--- config.mk ---
export PLATFORM = sky130hd
export DESIGN_NAME = detector_trigger_fanout
export DESIGN_NICKNAME = d
export VERILOG_FILES = /design/src/rtl/sync_pkg.sv /design/src/rtl/detector_trigger_fanout_trig_channel.sv /design/src/rtl/detector_trigger_fanout.sv
export SDC_FILE = /design/constraint.sdc
export NUM_CORES = 1
export LEC_CHECK = 0
export CAP_MARGIN = 10
export CORE_MARGIN = 4
export CORE_UTILIZATION = 30
export CTS_CLUSTER_DIAMETER = 40
export CTS_CLUSTER_SIZE = 12
export DETAILED_ROUTE_END_ITERATION = 8
export PLACE_DENSITY = 0.53
export SLEW_MARGIN = 15
export SYNTH_ARGS = -nofsm -noshare
export SYNTH_HDL_FRONTEND = slang
export SYNTH_SLANG_ARGS = --single-unit
--- constraint.sdc ---
create_clock -name clock -period 2.9 [get_ports clock]
set_input_delay 0.58 -clock clock [delete_from_list [all_inputs] [get_ports clock]]
set_output_delay 0.58 -clock clock [all_outputs]
set_load 0.02 [all_outputs]
--- src/rtl/sync_pkg.sv ---
// Shared types for the sequencer / detector trigger path: shot FSM states and
// the default detector pulse width.
package sync_pkg;

    typedef enum logic [1:0] {
        IDLE       = 2'd0,
        FIRING     = 2'd1,
        WAIT_READY = 2'd2,
        DONE       = 2'd3
    } state_t;

    localparam int DEFAULT_PULSE_WIDTH = 50;

endpackage

--- src/rtl/detector_trigger_fanout_trig_channel.sv ---
// One detector trigger channel: counts down the latched delay, then drives a
// fixed-width pulse and raises done on the edge the pulse falls.
module trig_channel
    import sync_pkg::*;
#(
    parameter int DW          = 20,
    parameter int PULSE_WIDTH = DEFAULT_PULSE_WIDTH
) (
    input  logic          clock,
    input  logic          reset,
    input  logic          start,
    input  logic [DW-1:0] delay,
    output logic          pulse,
    output logic          done
);

    localparam int PW_W = (PULSE_WIDTH > 1) ? $clog2(PULSE_WIDTH) : 1;
    localparam logic [PW_W-1:0] PW_LAST = PW_W'(PULSE_WIDTH - 1);

    logic            delaying_q, delaying_d;
    logic            pulse_q, pulse_d;
    logic            done_q, done_d;
    logic [DW-1:0]   dly_q, dly_d;
    logic [PW_W-1:0] pw_q, pw_d;

    // A down-counter reaching zero costs no extra state, so D = all-ones is safe.
    always_comb begin
        delaying_d = delaying_q;
        pulse_d    = pulse_q;
        done_d     = done_q;
        dly_d      = dly_q;
        pw_d       = pw_q;
        if (start) begin
            delaying_d = 1'b1;
            pulse_d    = 1'b0;
            done_d     = 1'b0;
            dly_d      = delay;
        end else if (delaying_q) begin
            if (dly_q == '0) begin
                delaying_d = 1'b0;
                pulse_d    = 1'b1;
                pw_d       = PW_LAST;
            end else begin
                dly_d = dly_q - 1'b1;
            end
        end else if (pulse_q) begin
            if (pw_q == '0) begin
                pulse_d = 1'b0;
                done_d  = 1'b1;
            end else begin
                pw_d = pw_q - 1'b1;
            end
        end
    end

    always_ff @(posedge clock) begin
        if (reset) begin
            delaying_q <= 1'b0;
            pulse_q    <= 1'b0;
            done_q     <= 1'b0;
            dly_q      <= '0;
            pw_q       <= '0;
        end else begin
            delaying_q <= delaying_d;
            pulse_q    <= pulse_d;
            done_q     <= done_d;
            dly_q      <= dly_d;
            pw_q       <= pw_d;
        end
    end

    assign pulse = pulse_q;
    assign done  = done_q;

endmodule

--- src/rtl/detector_trigger_fanout.sv ---
// Fans the sequencer trigger out to N_CH delayed detector pulses and returns
// detector_ready once all enabled detectors are idle. Optional: TRIG_COUNT_EN.
module detector_trigger_fanout
    import sync_pkg::*;
#(
    parameter int N_CH          = 4,
    parameter int DW            = 20,
    parameter int PULSE_WIDTH   = DEFAULT_PULSE_WIDTH,
    parameter int READY_TIMEOUT = 1000
) (
    input  logic             clock,
    input  logic             reset,
    input  logic             trigger_in,
    input  logic [N_CH-1:0]  ch_enable,
    input  logic [N_CH*DW-1:0] ch_delay,
    input  logic [N_CH-1:0]  det_busy,
    output logic [N_CH-1:0]  det_trigger,
    output logic             detector_ready,
    output logic             timeout_flag,
    output logic             armed
`ifdef TRIG_COUNT_EN
    ,
    output logic [31:0]      trig_count
`endif
);

    localparam int WC_W = (READY_TIMEOUT > 1) ? $clog2(READY_TIMEOUT) : 1;
    localparam logic [WC_W-1:0] WAIT_LAST = WC_W'(READY_TIMEOUT - 1);

    state_t          state_q;
    logic            trig_q;
    logic [N_CH-1:0] en_q;
    logic [WC_W-1:0] wait_cnt_q;
    logic            ready_q;
    logic            timeout_q;
    logic            armed_q;

    logic            accept;
    logic [N_CH-1:0] start_w;
    logic [N_CH-1:0] pulse_w;
    logic [N_CH-1:0] done_w;
    logic            all_done;
    logic            busy_clear;

    assign accept     = (state_q == IDLE) && trigger_in && !trig_q;
    assign start_w    = accept ? ch_enable : '0;
    assign all_done   = &(done_w | ~en_q);
    assign busy_clear = ((det_busy & en_q) == '0);

    generate
        for (genvar gi = 0; gi < N_CH; gi++) begin : g_ch
            trig_channel #(
                .DW          (DW),
                .PULSE_WIDTH (PULSE_WIDTH)
            ) u_ch (
                .clock (clock),
                .reset (reset),
                .start (start_w[gi]),
                .delay (ch_delay[gi*DW +: DW]),
                .pulse (pulse_w[gi]),
                .done  (done_w[gi])
            );
        end
    endgenerate

    always_ff @(posedge clock) begin
        if (reset) begin
            state_q    <= IDLE;
            trig_q     <= 1'b0;
            en_q       <= '0;
            wait_cnt_q <= '0;
            ready_q    <= 1'b0;
            timeout_q  <= 1'b0;
            armed_q    <= 1'b1;
        end else begin
            trig_q <= trigger_in;
            case (state_q)
                IDLE: begin
                    if (accept) begin
                        state_q   <= FIRING;
                        en_q      <= ch_enable;
                        timeout_q <= 1'b0;
                        armed_q   <= 1'b0;
                    end
                end
                FIRING: begin
                    if (all_done) begin
                        state_q    <= WAIT_READY;
                        wait_cnt_q <= '0;
                    end
                end
                WAIT_READY: begin
                    // A detector going idle on the last allowed cycle is not a timeout.
                    if (busy_clear) begin
                        state_q <= DONE;
                        ready_q <= 1'b1;
                    end else if (wait_cnt_q == WAIT_LAST) begin
                        state_q   <= DONE;
                        ready_q   <= 1'b1;
                        timeout_q <= 1'b1;
                    end else begin
                        wait_cnt_q <= wait_cnt_q + 1'b1;
                    end
                end
                DONE: begin
                    if (!trigger_in) begin
                        state_q <= IDLE;
                        ready_q <= 1'b0;
                        armed_q <= 1'b1;
                    end
                end
                default: state_q <= IDLE;
            endcase
        end
    end

    assign det_trigger    = pulse_w;
    assign detector_ready = ready_q;
    assign timeout_flag   = timeout_q;
    assign armed          = armed_q;

`ifdef TRIG_COUNT_EN
    logic [31:0] trig_count_q;

    always_ff @(posedge clock) begin
        if (reset) begin
            trig_count_q <= '0;
        end else if (accept) begin
            trig_count_q <= trig_count_q + 32'd1;
        end
    end

    assign trig_count = trig_count_q;
`endif

endmodule
==> summary.md, run 1 <==
| Metric | Value |
|---|---|
| Critical path arrival | `roughly 2.9 ns` |
| Most frequent cells after synthesis | `dfxtp_1 (136), a21oi_1 (84), nor2_1 (78)` |
| Proportion of layout cells with a drive suffix above 1 | `8.66%` |
| Synth area leaders | `dfxtp_1 (36%), a21oi_1 (5.6%), xnor2_1 (5.5%)` |
| WL/cell | `between 10 and 15 um` |
| Worst-Skew Late Latency | `approximately 0.42 ns` |
| DR WL met2 | `between 9000 and 10000 um` |
| Number of max-cap violations | `0` |
| Post_cts resized | `0` |
| Met3 Routed Length | `638 um` |
| Initial antenna violation count | `0` |
| Gate Count Post-Synth | `just over 900` |
| Worst-path fanout max | `5` |
| Switching pwr | `about 3000 uW` |
| Sequential power share | `between 30% and 40%` |
| PD cells | `a little over 800 mW/mm^2` |
| Die Area | `0.0276 mm^2` |
| Max Clock Freq | `between 300 and 400 MHz` |
| Hold crit path type | `flip-flop to flip-flop` |
| Hold path depth | `2` |
| Largest area contributor in the netlist | `dfxtp_1` |
| Max Buffers Root-to-Sink | `2` |
| Final antenna-violating net count | `0` |
| Initial Util | `30.6%` |
| Hold Vio Cnt, Final | `0` |
| Max-slew violations | `0` |
| Max VDD drop | `297 uV` |
| TNS Setup | `0 ns` |
| Root Driver | `clkbuf_16` |
| Register bit total from synthesis | `about 140` |
| Area share of fa/ha/maj cells after synthesis | `between 3 and 4%` |
| Largest family of logic cells by synthesized area | `simple AND/OR/NAND/NOR gates` |
| CTS H-tree depth | `4` |
| Core box area | `approximately 0.024 mm^2` |
| Sequential share of the synthesized area | `between 30 and 40%` |
| Simple-gate area share of the yosys netlist | `24.7%` |
| Total CTS buffers | `17` |
| Post-synthesis mux area share | `0.267%` |
| Status | `finished, final reports clean` |
| DRC violations left | `0` |
| Clock transition at path regs | `0.06 ns` |
| Post-layout util | `38.8%` |
| Chip height | `between 150 and 200 um` |
| Fin crit share | `about nine tenths` |
| CP startpoint kind | `flip-flop` |
| Chip width | `166 um` |
| CTS Sinks | `136` |
| Yosys cell types | `66` |
| # nets final | `approximately 1100` |
| Met1 Wirelength | `9980 um` |
| Post-synth EDFFs | `0` |
| Post-Synth XOR/XNOR Area | `6.55%` |
| Share of flip-flops with an asynchronous set or reset | `0%` |
| Total GRT Usage | `between 10% and 20%` |
| Comb power frac | `about two fifths` |
| CTS tree | `yes` |
| Initial DRC Count | `about 400` |
| Sw frac | `38.2%` |
| Grt total ovfl | `0` |
| Synth top area share | `~36%` |
| Ant. Diodes | `0` |
| Total power draw | `between 7000 and 8000 uW` |
| Setup CP Type | `flip-flop to flip-flop` |
| Synth Area in Compound Gates | `a little under a quarter` |
| Vias per cell | `5.22` |
| Half-perimeter wire length after placement | `between 10000 and 15000 um` |
| DR vias | `about 7100` |
| Clock power share | `27.2%` |
| Layout area overhead | `26.7%` |
| Rel. slew slack | `between 30% and 40%` |
| Endpoint type of the worst setup path | `flip-flop` |
| Final setup fails | `0` |
| Max layer used | `met4` |
| Tmin final | `approximately 2.6 ns` |
| Hold Buf Count CTS | `0` |
| Leak pwr | `between 0.003 and 0.004 uW` |
| Global-route wire length before repair | `between 30000 and 40000 um` |
| Most frequent cell after synthesis | `dfxtp_1` |
| Vias in the first global route | `~6800` |
| Total iterations of the first detailed-routing run | `5` |
| Final wirelength | `about 20000 um` |
| Syn avg cell area | `8.12 um^2` |
| Synthesis Warnings | `0` |
| Row count | `between 50 and 60` |
| Final estimated routing congestion in global placement | `around 0.8` |
| I/O Buffers | `97` |
| Post-CTS Setup Bufs | `0` |
| Unrepaired setup endpoints after global routing | `false` |
| Required @ worst endpoint | `around 3.2 ns` |
| Ports | `98` |
| Worst-Margin Slew | `about 0.96 ns` |
| R2r worst-path depth | `7` |
| Largest net degree at the start of global routing | `just under 70` |
| Dominant synthesized flop cell | `dfxtp_1` |
| P_int | `between 4000 and 5000 uW` |
| Post-Syn Nets | `1035` |
| Mapped Area | `about 0.0075 mm^2` |
| Clock Skews | `between 0.009 and 0.01 ns` |
==> metrics by stage <==
| stage | setup slack, ns | cell area (um^2) | hold WS [ns] | instances |
|---|---|---|---|---|
| 2_1_floorplan | 0.502 | 7490 | 0.444 | 922 |
| 3_3_place_gp | 0.408 | 8910 | 0.459 | 1320 |
| 3_5_place_dp | 0.332 | 8910 | 0.470 | 1320 |
| 4_1_cts | 0.288 | 9490 | 0.480 | 1352 |
| 5_1_grt | 0.0921 | 9490 | 0.497 | 1352 |
| 6_report | 0.288 | 9490 | 0.480 | 1352 |
==> per-layer routing <==
| layer | vias up | GRT usage (%) |
|---|---|---|
| li1 | 3646 | - |
| met1 | 3270 | 19.7 |
| met2 | 127 | 22.4 |
| met3 | 20 | 3.19 |
| met4 | 0 | 4.45 |
| met5 | - | 0 |
==> worst max-delay path: stages (launching register included) <==
cell and delay [ns]:
dfxtp_1 0.32, inv_1 0.09, ha_1 0.15, or4b_2 0.62, or4_1 0.54, o21ai_1 0.40, nand2_1 0.10, o221a_2 0.29
==> sequential cells by signal, indices dropped and copies added (netlist names) <==
signal	cells
g_ch.u_ch.pulse	4
en_q	4
armed	1
g_ch.u_ch.dly_q	80
trig_q	1
g_ch.u_ch.done	4
g_ch.u_ch.delaying_q	4
wait_cnt_q	10
timeout_flag	1
detector_ready	1
g_ch.u_ch.pw_q	24
state_q	2
==> kinds of logic (layout without fill, tap and decap cells) <==
group                    count (synthesis)  after routing
AND/OR/NAND/NOR                        336            336
AO/OA/AOI/OAI                          286            286
flip-flops                             136            136
buffers and inverters                   84            190
XOR/XNOR                                56             56
adder cells (fa/ha/maj)                 22             22
multiplexers                             2              2
==> layout make-up <==
class / count / area [um^2]
fill: 2537 / 15000
multi-input combinational: 702 / 4430
sequential: 136 / 2720
timing repair buffer: 129 / 1240
clock buffer: 18 / 429
tap: 324 / 405
clock inverter: 14 / 149
inverter: 29 / 109
==> cells in the final DEF, fill, tap and decap left out, types with 18 or more instances in the layout <==
cell             instances
dfxtp_1                136
clkdlybuf4s50_1         96
a21oi_1                 84
nor2_1                  78
o21ai_0                 77
xnor2_1                 47
nand2_1                 41
nor3_1                  40
a211oi_1                37
buf_4                   29
inv_1                   28
nor4_1                  28
or4_1                   23
ha_1                    22
or3_1                   21
nand3_1                 21
a31oi_1                 18
==> power by group through the flow <==
stage / Clock, uW / Sequential (uW) / Combinational, uW
3_5_place_dp: 0 / 2620 / 3130
3_3_place_gp: 0 / 2620 / 3110
5_1_grt: 2280 / 2640 / 3540
4_1_cts: 2220 / 2580 / 3150
6_report: 2140 / 2580 / 3140
2_1_floorplan: 0 / 2530 / 2230
==> worst paths after layout <==
check | slack (ns) | startpoint | end
setup reg to reg | 0.29 | g_ch[0].u_ch.dly_q[0]$_SDFFE_PP0P_ | g_ch[0].u_ch.pw_q[3]$_SDFFE_PP0P_
hold reg to reg | 0.48 | g_ch[0].u_ch.pw_q[0]$_SDFFE_PP0P_ | g_ch[0].u_ch.pw_q[0]$_SDFFE_PP0P_
hold / removal | 0.48 | g_ch[0].u_ch.pw_q[0]$_SDFFE_PP0P_ | g_ch[0].u_ch.pw_q[0]$_SDFFE_PP0P_
setup / recovery | 0.29 | g_ch[0].u_ch.dly_q[0]$_SDFFE_PP0P_ | g_ch[0].u_ch.pw_q[3]$_SDFFE_PP0P_
(Power assumes the default switching activity.)
==> run 2: changes to the inputs <==
Clock period 2.9 ns to 2.6 ns, I/O delays scaled along.
==> summary.md, run 2 (synthesized netlist as in run 1, its figures left out) <==
| Metric | Value |
|---|---|
| Final setup fails | `0 (unchanged)` |
| Worst-Margin Slew | `0.947 ns (-0.0178 ns)` |
| Row count | `57 (unchanged)` |
| CP startpoint kind | `flip-flop` |
| Rel. slew slack | `36.9% (+1.2 points)` |
| PD cells | `923 mW/mm^2 (+11%)` |
| Final estimated routing congestion in global placement | `0.791 (-1.1%)` |
| Total iterations of the first detailed-routing run | `5 (unchanged)` |
| Max Buffers Root-to-Sink | `2 (unchanged)` |
| Largest net degree at the start of global routing | `69 (unchanged)` |
| I/O Buffers | `97 (unchanged)` |
| Critical path arrival | `2.72 ns (-0.20 ns)` |
| Post-CTS Setup Bufs | `0 (unchanged)` |
| Ant. Diodes | `0 (unchanged)` |
| Worst-Skew Late Latency | `0.42 ns (about the same)` |
| Chip width | `166 um (unchanged)` |
| Max incr delay on CP | `0.64 ns (+0.02 ns)` |
| Proportion of layout cells with a drive suffix above 1 | `9.56% (+0.90 points)` |
| Final wirelength | `20100 um (+0.80%)` |
| Initial Util | `30.6% (unchanged)` |
| Die Area | `0.0276 mm^2 (unchanged)` |
| Initial DRC Count | `366 (-8.7%)` |
| Fin crit share | `93.0% (+2.9 points)` |
| Required @ worst endpoint | `2.91 ns (-0.30 ns)` |
| WL/cell | `14.7 um (+0.21%)` |
| Setup CP Type | `flip-flop to flip-flop` |
| Worst-path cell chain | `inv_1 > ha_1 > or4b_2 > or4_1 > o21ai_2 > nand2_1 > o221a_2` |
| Final antenna-violating net count | `0 (unchanged)` |
| Max Clock Freq | `414 MHz (+8.1%)` |
| Chip height | `166 um (unchanged)` |
| Commonest non-fill, non-tap cell in the layout | `dfxtp_1` |
| Biggest registers after layout | `g_ch.u_ch.dly_q: 80 flops, g_ch.u_ch.pw_q: 24 flops, wait_cnt_q: 10 flops` |
| # nets final | `1136 (+0.71%)` |
| Post-layout util | `39.0% (+0.19 points)` |
| Layout area overhead | `27.3%` |
| Total CTS buffers | `17 (unchanged)` |
| Worst path slowest cell | `or4b_2` |
| Hold path depth | `2 (unchanged)` |
| Vias per cell | `5.17 (-1.1%)` |
| Top reg by flops | `g_ch.u_ch.dly_q` |
| Half-perimeter wire length after placement | `14200 um (about the same)` |
| Vias in the first global route | `6737 (-0.60%)` |
| Ports | `98 (unchanged)` |
| R2r worst-path depth | `7 (unchanged)` |
| Max-slew violations | `0 (unchanged)` |
| Leak pwr | `0.00332 uW (+0.86%)` |
| Total power draw | `8800 uW (+12%)` |
| Placed cells | `1328 (+0.61%)` |
| Clock Skews | `0.0107 ns (+0.000839 ns)` |
| TNS Setup | `0 ns (unchanged)` |
| DRC violations left | `0 (unchanged)` |
| Fin cells | `1360 (+0.59%)` |
| Core box area | `0.0245 mm^2 (unchanged)` |
| Global-route wire length before repair | `33500 um (+0.56%)` |
| CTS tree | `yes` |
| Number of max-cap violations | `0 (unchanged)` |
| Unrepaired setup endpoints after global routing | `false` |
| Root Driver | `clkbuf_16` |
| DR vias | `7029 (-0.48%)` |
| Endpoint type of the worst setup path | `flip-flop` |
| Max FFs per register | `80 (unchanged)` |
| CTS H-tree depth | `4 (unchanged)` |
| Status | `finished, final reports clean` |
| Worst-path fanout max | `3 (-2)` |
| Tmin final | `2.42 ns (-0.196 ns)` |
| Hold crit path type | `flip-flop to flip-flop` |
| Max VDD drop | `474 uV (+60%)` |
| Hold Vio Cnt, Final | `0 (unchanged)` |
| CTS Sinks | `136 (unchanged)` |
| Total GRT Usage | `14.4% (+0.075 points)` |
| Clock transition at path regs | `0.06 ns (about the same)` |
| Initial antenna violation count | `0 (unchanged)` |
| Grt total ovfl | `0 (unchanged)` |
| Commonest cells after routing, fill and taps aside | `dfxtp_1 (136), clkdlybuf4s50_1 (96), a21oi_1 (84), nor2_1 (78), o21ai_0 (77)` |
-- run 2: critical path: cells and delay by family (launching register included) --
family                     cells  cell delay (ns)
and+or+nand+nor                3             1.27
AOI/OAI and AO/OA              2             0.48
DFF                            1             0.31
adders and majority gates      1             0.16
buffers and inverters          1             0.09
-- run 2: per-stage QoR --
step / setup slack (ns) / hold WS [ns] / area, um^2
after floorplan: 0.202 / 0.444 / 7490
after global placement: 0.218 / 0.464 / 8970
after detailed placement: 0.161 / 0.470 / 8970
after CTS: 0.137 / 0.480 / 9530
after global routing: 0.0215 / 0.500 / 9540
final: 0.183 / 0.481 / 9540
-- run 2: layer usage --
metal	up-vias	part of all wire, %	GRT usage, %
met5	-	0	0
met1	3238	51	20.0
met2	107	43	21.9
met3	20	4.0	3.52
met4	0	1.8	4.59
li1	3664	-	-
-- run 2: layout make-up --
| class | instances | area [um^2] |
|---|---|---|
| inverter | 29 | 109 |
| tap | 324 | 405 |
| multi-input combinational | 702 | 4440 |
| timing repair buffer | 137 | 1300 |
| sequential | 136 | 2720 |
| fill | 2547 | 14900 |
| clock inverter | 14 | 125 |
| clock buffer | 18 | 429 |
-- run 2: worst paths after layout --
check / startpoint / endpoint / slack (ns)
setup / recovery: g_ch[0].u_ch.dly_q[0]$_SDFFE_PP0P_ / g_ch[0].u_ch.pw_q[3]$_SDFFE_PP0P_ / 0.18
hold / removal: g_ch[0].u_ch.pw_q[0]$_SDFFE_PP0P_ / g_ch[0].u_ch.pw_q[0]$_SDFFE_PP0P_ / 0.48
setup reg to reg: g_ch[0].u_ch.dly_q[0]$_SDFFE_PP0P_ / g_ch[0].u_ch.pw_q[3]$_SDFFE_PP0P_ / 0.18
hold reg to reg: g_ch[0].u_ch.pw_q[0]$_SDFFE_PP0P_ / g_ch[0].u_ch.pw_q[0]$_SDFFE_PP0P_ / 0.48
-- run 2: timing repair --
item                       CTS  global route
hold buffers                 0             0
gates resized for setup      0             2
setup endpoints to repair    0             5
-- run 2: report_power, final --
group,internal (uW),total (uW),switching [uW]
Sequential,2480,2860,385
Clock,1320,2290,972
Combinational,1610,3650,2040
